--- src/rtl/pkt_put_consumer_if.sv ---
// Bundles the producer-side put handshake and the analysis-port outputs of pkt_put_consumer.
// Latency: none, wires only.
// Backpressure: in_ready throttles the put side; the ap_* strobe cannot be stalled.
interface pkt_put_consumer_if;
    logic        in_valid;
    logic        in_ready;
    logic        in_cmd;
    logic [31:0] in_addr;
    logic [31:0] in_data;
    logic        ap_valid;
    logic        ap_cmd;
    logic [31:0] ap_addr;
    logic [31:0] ap_data;
    logic [7:0]  ap_seq;

    // Producer / scoreboard side
    modport master (
        output in_valid, in_cmd, in_addr, in_data,
        input  in_ready, ap_valid, ap_cmd, ap_addr, ap_data, ap_seq
    );

    // Consumer block side
    modport slave (
        input  in_valid, in_cmd, in_addr, in_data,
        output in_ready, ap_valid, ap_cmd, ap_addr, ap_data, ap_seq
    );
endinterface

--- src/rtl/pkt_put_consumer.sv ---
// Queues put packets in a DEPTH-entry FIFO, holds each for LAT cycles, then emits it on a one-cycle analysis strobe.
// Latency: accept on edge E into an idle block -> ap_valid in the cycle after edge E+LAT+1; throughput one packet per LAT+1 cycles.
// Backpressure: in_ready = FIFO not full (registered state only); the analysis strobe is never stalled.
module pkt_put_consumer #(
    parameter int DEPTH = 4,
    parameter int LAT   = 3
) (
    input  logic                     nvdla_core_clk,
    input  logic                     nvdla_core_rstn,
    pkt_put_consumer_if.slave        pkt_if,
    output logic [$clog2(DEPTH):0]   fifo_level,
    output logic                     busy
);
    localparam int             AW       = $clog2(DEPTH);
    localparam logic [AW:0]    LVL_FULL = (AW+1)'(DEPTH);
    localparam logic [3:0]     LAT_L    = 4'(LAT);

    typedef enum logic [1:0] {IDLE, PROC, EMIT} state_t;

    typedef struct packed {
        logic        cmd;
        logic [31:0] addr;
        logic [31:0] data;
    } pkt_t;

    pkt_t          r_mem [DEPTH];
    logic [AW-1:0] r_wr_ptr;
    logic [AW-1:0] r_rd_ptr;
    logic [AW:0]   r_level;
    state_t        r_state;
    logic [3:0]    r_cnt;
    pkt_t          r_work;
    logic [7:0]    r_seq;
    logic          r_ap_valid;
    pkt_t          r_ap;
    logic [7:0]    r_ap_seq;

    wire w_ready = (r_level != LVL_FULL);
    wire w_push  = pkt_if.in_valid && w_ready;
    // IDLE and EMIT are the only states that take a new packet from the FIFO head.
    wire w_pop   = ((r_state == IDLE) || (r_state == EMIT)) && (r_level != '0);
    wire pkt_t w_in_pkt = '{cmd: pkt_if.in_cmd, addr: pkt_if.in_addr, data: pkt_if.in_data};

    // Packet storage; contents need no reset since level/pointers gate every read.
    always_ff @(posedge nvdla_core_clk) begin
        if (w_push) begin
            r_mem[r_wr_ptr] <= w_in_pkt;
        end
    end

    // FIFO pointers wrap naturally at DEPTH (power of two); level tracks push/pop.
    always_ff @(posedge nvdla_core_clk or negedge nvdla_core_rstn) begin
        if (!nvdla_core_rstn) begin
            r_wr_ptr <= '0;
            r_rd_ptr <= '0;
            r_level  <= '0;
        end else begin
            if (w_push) r_wr_ptr <= r_wr_ptr + 1'b1;
            if (w_pop)  r_rd_ptr <= r_rd_ptr + 1'b1;
            case ({w_push, w_pop})
                2'b10:   r_level <= r_level + 1'b1;
                2'b01:   r_level <= r_level - 1'b1;
                default: r_level <= r_level;
            endcase
        end
    end

    // Processing FSM: pop -> count LAT cycles -> one-cycle emit, with registered analysis outputs.
    always_ff @(posedge nvdla_core_clk or negedge nvdla_core_rstn) begin
        if (!nvdla_core_rstn) begin
            r_state    <= IDLE;
            r_cnt      <= '0;
            r_work     <= '0;
            r_seq      <= '0;
            r_ap_valid <= 1'b0;
            r_ap       <= '0;
            r_ap_seq   <= '0;
        end else begin
            r_ap_valid <= 1'b0;
            case (r_state)
                IDLE: begin
                    if (w_pop) begin
                        r_work  <= r_mem[r_rd_ptr];
                        r_cnt   <= LAT_L;
                        r_state <= PROC;
                    end
                end
                PROC: begin
                    r_cnt <= r_cnt - 4'd1;
                    if (r_cnt == 4'd1) begin
                        r_state    <= EMIT;
                        r_ap_valid <= 1'b1;
                        r_ap       <= r_work;
                        r_ap_seq   <= r_seq;
                    end
                end
                EMIT: begin
                    r_seq <= r_seq + 8'd1;
                    if (w_pop) begin
                        r_work  <= r_mem[r_rd_ptr];
                        r_cnt   <= LAT_L;
                        r_state <= PROC;
                    end else begin
                        r_state <= IDLE;
                    end
                end
                default: r_state <= IDLE;
            endcase
        end
    end

    assign pkt_if.in_ready = w_ready;
    assign pkt_if.ap_valid = r_ap_valid;
    assign pkt_if.ap_cmd   = r_ap.cmd;
    assign pkt_if.ap_addr  = r_ap.addr;
    assign pkt_if.ap_data  = r_ap.data;
    assign pkt_if.ap_seq   = r_ap_seq;
    assign fifo_level      = r_level;
    assign busy            = (r_state != IDLE) || (r_level != '0);
endmodule

--- src/flat_wrapper.sv ---
// flat-port wrapper written by rule: the top's interface ports become plain ports
module pkt_put_consumer_flat 
#(
    parameter int DEPTH = 4,
    parameter int LAT   = 3
)
  (nvdla_core_clk, nvdla_core_rstn, fifo_level, busy, pkt_if_in_valid, pkt_if_in_cmd, pkt_if_in_addr, pkt_if_in_data, pkt_if_in_ready, pkt_if_ap_valid, pkt_if_ap_cmd, pkt_if_ap_addr, pkt_if_ap_data, pkt_if_ap_seq);
  pkt_put_consumer_if pkt_if_i ();
  input  logic nvdla_core_clk;
  input  logic nvdla_core_rstn;
  output logic [$clog2(DEPTH):0] fifo_level;
  output logic busy;
  input wire logic [$bits(pkt_if_i.in_valid)-1:0] pkt_if_in_valid;
  input wire logic [$bits(pkt_if_i.in_cmd)-1:0] pkt_if_in_cmd;
  input wire logic [$bits(pkt_if_i.in_addr)-1:0] pkt_if_in_addr;
  input wire logic [$bits(pkt_if_i.in_data)-1:0] pkt_if_in_data;
  output wire logic [$bits(pkt_if_i.in_ready)-1:0] pkt_if_in_ready;
  output wire logic [$bits(pkt_if_i.ap_valid)-1:0] pkt_if_ap_valid;
  output wire logic [$bits(pkt_if_i.ap_cmd)-1:0] pkt_if_ap_cmd;
  output wire logic [$bits(pkt_if_i.ap_addr)-1:0] pkt_if_ap_addr;
  output wire logic [$bits(pkt_if_i.ap_data)-1:0] pkt_if_ap_data;
  output wire logic [$bits(pkt_if_i.ap_seq)-1:0] pkt_if_ap_seq;
  assign pkt_if_i.in_valid = pkt_if_in_valid;
  assign pkt_if_i.in_cmd = pkt_if_in_cmd;
  assign pkt_if_i.in_addr = pkt_if_in_addr;
  assign pkt_if_i.in_data = pkt_if_in_data;
  assign pkt_if_in_ready = pkt_if_i.in_ready;
  assign pkt_if_ap_valid = pkt_if_i.ap_valid;
  assign pkt_if_ap_cmd = pkt_if_i.ap_cmd;
  assign pkt_if_ap_addr = pkt_if_i.ap_addr;
  assign pkt_if_ap_data = pkt_if_i.ap_data;
  assign pkt_if_ap_seq = pkt_if_i.ap_seq;
  pkt_put_consumer #(.DEPTH(DEPTH), .LAT(LAT)) u_core (.nvdla_core_clk(nvdla_core_clk), .nvdla_core_rstn(nvdla_core_rstn), .pkt_if(pkt_if_i), .fifo_level(fifo_level), .busy(busy));
endmodule
--- config.mk ---
export PLATFORM = sky130hd
export DESIGN_NAME = pkt_put_consumer_flat
export DESIGN_NICKNAME = d
export VERILOG_FILES = /design/src/rtl/pkt_put_consumer_if.sv /design/src/rtl/pkt_put_consumer.sv /design/src/flat_wrapper.sv
export SDC_FILE = /design/constraint.sdc
export NUM_CORES = 1
export LEC_CHECK = 0
export BUFFER_PORTS_ARGS = -buffer_cell sky130_fd_sc_hd__buf_4
export CORE_ASPECT_RATIO = 2
export CORE_MARGIN = 1
export CORE_UTILIZATION = 30
export DETAILED_ROUTE_END_ITERATION = 10
export PLACE_DENSITY_LB_ADDON = 0.25
export SKIP_CTS_REPAIR_TIMING = 1
export SYNTH_ARGS = -nofsm -noshare
export SYNTH_HDL_FRONTEND = slang
export SYNTH_SLANG_ARGS = --single-unit
--- constraint.sdc ---
create_clock -name nvdla_core_clk -period 2.7 [get_ports nvdla_core_clk]
set_input_delay 0.27 -clock nvdla_core_clk [delete_from_list [all_inputs] [get_ports nvdla_core_clk]]
set_output_delay 0.27 -clock nvdla_core_clk [all_outputs]
set_load 0.03 [all_outputs]
==> results of run 1 <==
## through the flow
| step | worst slack, ns | util (%) | hold slack, ns | cells |
|---|---|---|---|---|
| global placement | 0.448 | 34.2 | 0.273 | 1522 |
| detailed placement | 0.447 | 34.2 | 0.268 | 1522 |
| global route | 0.268 | 38.1 | 0.147 | 1664 |
| floorplan | 0.244 | - | -0.0256 | 727 |
| CTS | 0.424 | 36.8 | -0.321 | 1597 |
| finish | 0.448 | 38.1 | 0.145 | 1664 |
## worst max-delay path, cell delays in order, from the launching register on
cell                      delay [ns]
sky130_fd_sc_hd__dfrtp_1        0.43
sky130_fd_sc_hd__or3b_1         0.45
sky130_fd_sc_hd__and2_1         0.23
sky130_fd_sc_hd__inv_1          0.06
sky130_fd_sc_hd__ha_1           0.17
sky130_fd_sc_hd__inv_1          0.06
sky130_fd_sc_hd__fa_1           0.37
sky130_fd_sc_hd__xor2_1         0.15
sky130_fd_sc_hd__nor2_1         0.11
sky130_fd_sc_hd__xor2_1         0.16
## routing by layer
layer	routed length, um	part of all wire, %
met5	0	0
met4	853	2.6
met3	1220	3.7
met2	18600	56
met1	12500	38
## flip-flops by register name, indices dropped and copies added (netlist names), 3 cells and up
register / flops
u_core.fifo_level: 3
u_core.pkt_if.ap_seq: 8
u_core.pkt_if.ap_addr: 32
u_core.r_work: 65
u_core.r_cnt: 4
u_core.pkt_if.ap_data: 32
u_core.r_mem: 260
u_core.r_seq: 8
## cells in the mapped netlist (all sizes together)
master,count,area (um^2)
edfxtp,260,7810
dfrtp,160,4000
mux2,140,1680
mux4,65,1460
buf,27,265
inv,11,43.8
xnor2,11,96.3
ha,8,100
nand2,6,22.5
and3,5,31.3
clkbuf,5,18.8
xor2,5,43.8
nand4,4,25.0
nor2,3,11.3
nand2b,2,12.5
nor3,2,15.0
nor3b,2,15.0
and2,1,6.26
and4b,1,10.0
fa,1,20.0
mux2i,1,10.0
nand3b,1,7.51
nor2b,1,6.26
o211ai,1,7.51
o21ai,1,5.00
o22ai,1,6.26
or2,1,6.26
or3b,1,8.76
## cells in the final DEF (no fill, tap or decap), drive strengths merged, types with 11 or more instances in the layout
cell type | Yosys | final
buf | 27 | 166
dlygate4sd3 | 0 | 66
dfrtp | 160 | 160
edfxtp | 260 | 260
clkinv | 0 | 11
mux4 | 65 | 65
mux2 | 140 | 140
clkbuf | 5 | 56
inv | 11 | 14
xnor2 | 11 | 11
## layout make-up
type,count,area [um^2],area share (%)
Antenna cell,1,2.50,0.0127
Clock buffer,55,1140,5.78
Clock inverter,20,218,1.10
Inverter,11,46.3,0.234
Multi-Input combinational cell,264,3630,18.4
Sequential cell,420,11800,59.9
Tap cell,660,826,4.18
Timing Repair Buffer,233,2060,10.4
## power by group through the flow
stage | Clock, mW | Sequential, mW | Combinational (mW)
global placement | 0 | 10.0 | 7.85
global route | 6.21 | 10.2 | 8.40
floorplan | 0 | 10.8 | 4.63
detailed placement | 0 | 10.1 | 7.96
CTS | 6.02 | 9.98 | 7.97
finish | 5.81 | 9.92 | 7.78
## final timing paths
| check | endpoint | depth (start not counted) | slack [ns] | start |
|---|---|---|---|---|
| setup reg to reg | u_core.fifo_level[2]$_DFFE_PN0P_ | 9 | 0.45 | u_core.fifo_level[0]$_DFFE_PN0P_ |
| min in group asynchronous | u_core.r_work[14]$_DFFE_PN0P_ | 2 | 0.25 | nvdla_core_rstn |
| max in group asynchronous | u_core.r_work[50]$_DFFE_PN0P_ | 3 | 1.70 | nvdla_core_rstn |
| hold / removal | u_core.r_wr_ptr[0]$_DFFE_PN0P_ | 3 | 0.14 | pkt_if_in_valid |
| setup / recovery | u_core.fifo_level[2]$_DFFE_PN0P_ | 9 | 0.45 | u_core.fifo_level[0]$_DFFE_PN0P_ |
| hold reg to reg | u_core.r_seq[7]$_DFFE_PN0P_ | 1 | 0.47 | u_core.r_seq[7]$_DFFE_PN0P_ |
## logic make-up after synthesis
logic type	Yosys count	share of synthesized area (%)
buf+inv	43	2.08
mux	206	20.0
fa+ha+maj	9	0.763
simple gates	30	1.13
flops	420	75.0
compound gates	3	0.119
xor+xnor	16	0.890
==> qor.tcl, run 1 <==
set qor(status) {completed}
set qor(vdd_drop_max_mv) 0.683
set qor(share_of_synthesized_area_occupied_by_flip_flops_and_latches_pct) 75.0
set qor(worst_ep_required_time_ns) 3.16
set qor(syn_to_final_growth_pct) 25.3
set qor(critical_setup_path_class) {reg2reg}
set qor(power_density_mw_per_mm2) 1190
set qor(drt_iter0_markers) 302
set qor(syn_area_per_cell_um2) 21.7
set qor(hold_viol_final) 0
set qor(grt_antenna_before_repair) 1
set qor(combinationalPowerShare_pct) 33.1
set qor(final_cell_area_mm2) 0.0197
set qor(vias_in_the_first_global_route) 8262
set qor(gp_congestion) 0.671
set qor(detailed_place.area_mm2) 0.0177
set qor(switching_share_pct) 31.1
set qor(rows) 118
set qor(remaining_routing_drc_violations) 0
set qor(type_of_destination_of_the_critical_path) {flip-flop}
set qor(slew_violations) 0
set qor(synth_seq_cells) 420
set qor(ys_types) 37
set qor(clock_latency_ns) 0.54
set qor(drt_pre_antenna_iters) 4
set qor(vias_per_cell) 4.49
set qor(worst-path-max-fanout) 6
set qor(mappedNetlistNets) 804
set qor(grt_start_max_net_pins) 68
set qor(cts_tree) {built}
set qor(initial_utilization_pct) 30.4
set qor(tightest_slew_ns) 0.544
set qor(total_of_endpoints_with_negative_setup_slack_in_the_final_report) 0
set qor(nNetsFinal) 1048
set qor(clockPowerShare_pct) 24.7
set qor(max_clock_freq_mhz) 444
set qor(clk_pin_slew_worst_paths_ns) 0.06
set qor(post_drt_wl_per_cell_um) 19.9
set qor(core_area_mm2) 0.0518
set qor(fillerInstances) 4755
set qor(share_of_layout_cells_above_drive_strength_1_pct) 44.3
set qor(number_of_instances_in_the_synthesized_netlist) 727
set qor(hold_path.class) {in2reg}
set qor(arrival_ns) 2.71
set qor(cp-start-kind) {flip-flop}
set qor(cts-root-to-sink-buffers) 3
set qor(die_area_mm2) 0.0535
set qor(root_buffer) {sky130_fd_sc_hd__clkbuf_16}
set qor(totalPowerFinal_mw) 23.5
set qor(globalRouteMet3Util_pct) 2.30
set qor(max_cap_viols) 0
set qor(slew_headroom_pct) 63.7
set qor(groute.layer.met2.usage_pct) 24.6
set qor(num_io_pins) 147
set qor(cts-htree-levels) 2
set qor(timing.clock.skew_ns) 0.0142
set qor(power_frac_seq_pct) 42.2
set qor(setup_tns_ns) 0
set qor(detail_route.wirelength_um) 33200
set qor(global_route.peak_usage_layer) {met2}
set qor(numPortBuffers) 146
set qor(fin_crit_sh_pct) 83.4
set qor(use_met1_pct) 13.8
set qor(psw_mw) 7.31
set qor(grt_first_pass_wirelength_um) 50600
set qor(cellLeakagePower_nw) 7.39
set qor(dp_hpwl_um) 20400
set qor(antenna_left) 0
set qor(overflow) 0
set qor(cellInternalPower_mw) 16.2
set qor(cts_sinks) 420
set qor(grt_setup_unrepaired) {false}
set qor(die_x_um) 164
set qor(final_period_minus_worst_setup_slack_ns) 2.25
set qor(fp.dieH_um) 326
set qor(groute.usage.overall_pct) 12.9
set qor(vias) 7470
set qor(number_of_buffers_created_by_cts) 41
set qor(yosysWarnings) 0
set qor(post_synth_instance_area_mm2) 0.0158
Power figures use the tool's default switching activity.
==> run 2, diff against run 1 <==
Clock period 2.7 ns to 2 ns, I/O delays scaled along.
==> qor.tcl, run 2 (synthesis results as in run 1) <==
set qor(regMostFlops) {u_core.r_mem}
set qor(total_of_endpoints_with_negative_setup_slack_in_the_final_report) 0 ;# unchanged
set qor(drt_iter0_markers) 411 ;# +36%
set qor(num_io_pins) 147 ;# unchanged
set qor(overflow) 0 ;# unchanged
set qor(grt_start_max_net_pins) 59 ;# -13%
set qor(gp_congestion) 0.691 ;# +3.0%
set qor(rows) 118 ;# unchanged
set qor(layout.cells.most_common_list) {sky130_fd_sc_hd__edfxtp_1, sky130_fd_sc_hd__buf_4, sky130_fd_sc_hd__dfrtp_1}
set qor(power_density_mw_per_mm2) 1610 ;# +36%
set qor(remaining_routing_drc_violations) 0 ;# unchanged
set qor(vdd_drop_max_mv) 0.954 ;# +40%
set qor(grt_setup_unrepaired) {true}
set qor(worst_ep_required_time_ns) 2.46 ;# -0.70 ns
set qor(detailed_place.area_mm2) 0.0179 ;# +1.2%
set qor(critical_path.cell_chain) {or3b_4 > and2_4 > inv_2 > ha_4 > inv_2 > fa_2 > xor2_1 > nor2_1 > xor2_1}
set qor(multi_input_area_mm2) 0.00366 ;# +0.79%
set qor(slew_headroom_pct) 69.4 ;# +5.7 points
set qor(fillerInstances) 4760 ;# +0.11%
set qor(reg.largest.list) {u_core.r_mem: 260 flops, u_core.r_work: 65 flops}
set qor(die_x_um) 164 ;# unchanged
set qor(antenna_left) 0 ;# unchanged
set qor(initial_utilization_pct) 30.4 ;# unchanged
set qor(grt_antenna_before_repair) 1 ;# unchanged
set qor(setup_tns_ns) 0 ;# unchanged
set qor(critical_setup_path_class) {reg2reg}
set qor(fin_util_pct) 38.6 ;# +0.47 points
set qor(cts_tree) {built}
set qor(core_area_mm2) 0.0518 ;# unchanged
set qor(switching_share_pct) 30.9 ;# -0.21 points
set qor(die_area_mm2) 0.0535 ;# unchanged
set qor(worst-path-max-fanout) 2 ;# -4
set qor(dp_hpwl_um) 20200 ;# -1.2%
set qor(max_clock_freq_mhz) 503 ;# +13%
set qor(detail_route.wirelength_um) 33500 ;# +0.90%
set qor(combinationalPowerShare_pct) 34.4 ;# +1.3 points
set qor(slew_violations) 0 ;# unchanged
set qor(clockPowerShare_pct) 24.5 ;# -0.2 points
set qor(fp.dieH_um) 326 ;# unchanged
set qor(timing.critical_path.slowest_cell_delay_ns) 0.40 ;# -0.05 ns
set qor(status) {completed}
set qor(clock_latency_ns) 0.55 ;# about the same
set qor(cellLeakagePower_nw) 7.48 ;# +1.2%
set qor(groute.usage.overall_pct) 13.0 ;# +0.17 points
set qor(cts-root-to-sink-buffers) 3 ;# unchanged
set qor(max_cap_viols) 0 ;# unchanged
set qor(sequential_cell_area_mm2) 0.0118 ;# about the same
set qor(final_period_minus_worst_setup_slack_ns) 1.99 ;# -0.263 ns
set qor(power_frac_seq_pct) 41.1 ;# -1.1 points
set qor(flip_flop_count_of_the_largest_register_all_copies_and_words_added) 260 ;# unchanged
set qor(grt_first_pass_wirelength_um) 51200 ;# +1.2%
set qor(cellInternalPower_mw) 22.3 ;# +38%
set qor(type_of_destination_of_the_critical_path) {flip-flop}
set qor(vias_per_cell) 4.53 ;# +0.93%
set qor(post_drt_wl_per_cell_um) 20.0 ;# +0.41%
set qor(vias) 7576 ;# +1.4%
set qor(share_of_layout_cells_above_drive_strength_1_pct) 46.3 ;# +2.0 points
set qor(mostFrequentLayoutCell) {sky130_fd_sc_hd__edfxtp_1}
set qor(clk_pin_slew_worst_paths_ns) 0.06 ;# about the same
set qor(totalPowerFinal_mw) 32.3 ;# +37%
set qor(cpMaxStageDelayCell) {sky130_fd_sc_hd__dfrtp_2}
set qor(cts_sinks) 420 ;# unchanged
set qor(final_cell_area_mm2) 0.0200 ;# +1.2%
set qor(syn_to_final_growth_pct) 26.9
set qor(hold_path.class) {in2async}
set qor(psw_mw) 9.96 ;# +36%
set qor(arrival_ns) 2.45 ;# -0.26 ns
set qor(number_of_buffers_created_by_cts) 39 ;# -4.9%
set qor(vias_in_the_first_global_route) 8321 ;# +0.71%
set qor(timing.clock.skew_ns) 0.0149 ;# +0.000771 ns
set qor(root_buffer) {sky130_fd_sc_hd__clkbuf_16}
set qor(cp-start-kind) {flip-flop}
set qor(drt_pre_antenna_iters) 4 ;# unchanged
set qor(numPortBuffers) 146 ;# unchanged
set qor(fin_crit_sh_pct) 99.5 ;# +16 points
set qor(cts-htree-levels) 2 ;# unchanged
set qor(tightest_slew_ns) 0.460 ;# -0.0848 ns
set qor(nNetsFinal) 1058 ;# +0.95%
set qor(hold_viol_final) 0 ;# unchanged
[run 2: changes by cell type in the layout (fill, tap and decap cells not counted), moves of 3 or more]
cell,previous run,this run
sky130_fd_sc_hd__buf_4,155,158
sky130_fd_sc_hd__buf_12,11,20
sky130_fd_sc_hd__inv_6,3,0
sky130_fd_sc_hd__clkbuf_1,10,6
sky130_fd_sc_hd__clkinv_4,1,4
sky130_fd_sc_hd__clkbuf_8,3,7
sky130_fd_sc_hd__dfrtp_2,0,3
sky130_fd_sc_hd__dfrtp_1,158,155
[run 2: worst max-delay path: cells and delay by family (launching register included)]
family	cells	cell delay (ns)
and+or+nand+nor	3	0.67
adders and majority gates	2	0.44
DFF	1	0.40
xor gates and xnor gates	2	0.30
buffers and inverters	2	0.09
[run 2: metal layers]
layer  routed length, um  global-route usage [%]  share of wire [%]
met1               13400                    15.1                 40
met2               18000                    23.5                 54
met3                1220                    2.58                3.7
met4                 839                    4.67                2.5
met5                   0                       0                  0
[run 2: cell type report]
class | instances | area share (%)
clock buffers | 53 | 5.66
flip-flops and latches | 420 | 59.2
repair buffers | 245 | 11.3
well taps | 660 | 4.13
inverters | 11 | 0.244
multi-input cells | 264 | 18.3
clock inverters | 18 | 1.17
diodes | 1 | 0.0125
[run 2: per-stage QoR]
| step | setup slack (ns) | hold slack, ns | cells |
|---|---|---|---|
| 4_1_cts | -0.0387 | -0.497 | 1604 |
| 3_3_place_gp | 0.0160 | 0.102 | 1533 |
| 2_1_floorplan | -0.179 | -0.0956 | 727 |
| 3_5_place_dp | -0.0192 | 0.102 | 1533 |
| 5_1_grt | -0.0622 | 0.0934 | 1672 |
| 6_report | 0.0107 | 0.0858 | 1672 |
[run 2: final timing paths]
path | slack, ns | end | depth (start not counted) | from
worst min-delay path | 0.09 | u_core.pkt_if.ap_addr[0]$_DFFE_PN0P_ | 2 | nvdla_core_rstn
min in group nvdla_core_clk | 0.23 | u_core.r_mem[1][43]$_DFFE_PP_ | 2 | pkt_if_in_valid
worst min register to register | 0.49 | u_core.r_seq[7]$_DFFE_PN0P_ | 1 | u_core.r_seq[7]$_DFFE_PN0P_
max in group asynchronous | 1.15 | u_core.r_rd_ptr[0]$_DFFE_PN0P_ | 3 | nvdla_core_rstn
worst max-delay path | 0.01 | u_core.fifo_level[2]$_DFFE_PN0P_ | 9 | u_core.fifo_level[0]$_DFFE_PN0P_
worst max register to register | 0.01 | u_core.fifo_level[2]$_DFFE_PN0P_ | 9 | u_core.fifo_level[0]$_DFFE_PN0P_
[run 2: power by group through the flow]
stage	clock, mW	sequential [mW]	combinational [mW]
4_1_cts	8.21	13.3	11.3
2_1_floorplan	0	14.5	6.29
6_report	7.92	13.3	11.1
3_3_place_gp	0	13.4	11.2
5_1_grt	8.49	13.6	12.0
3_5_place_dp	0	13.5	11.3
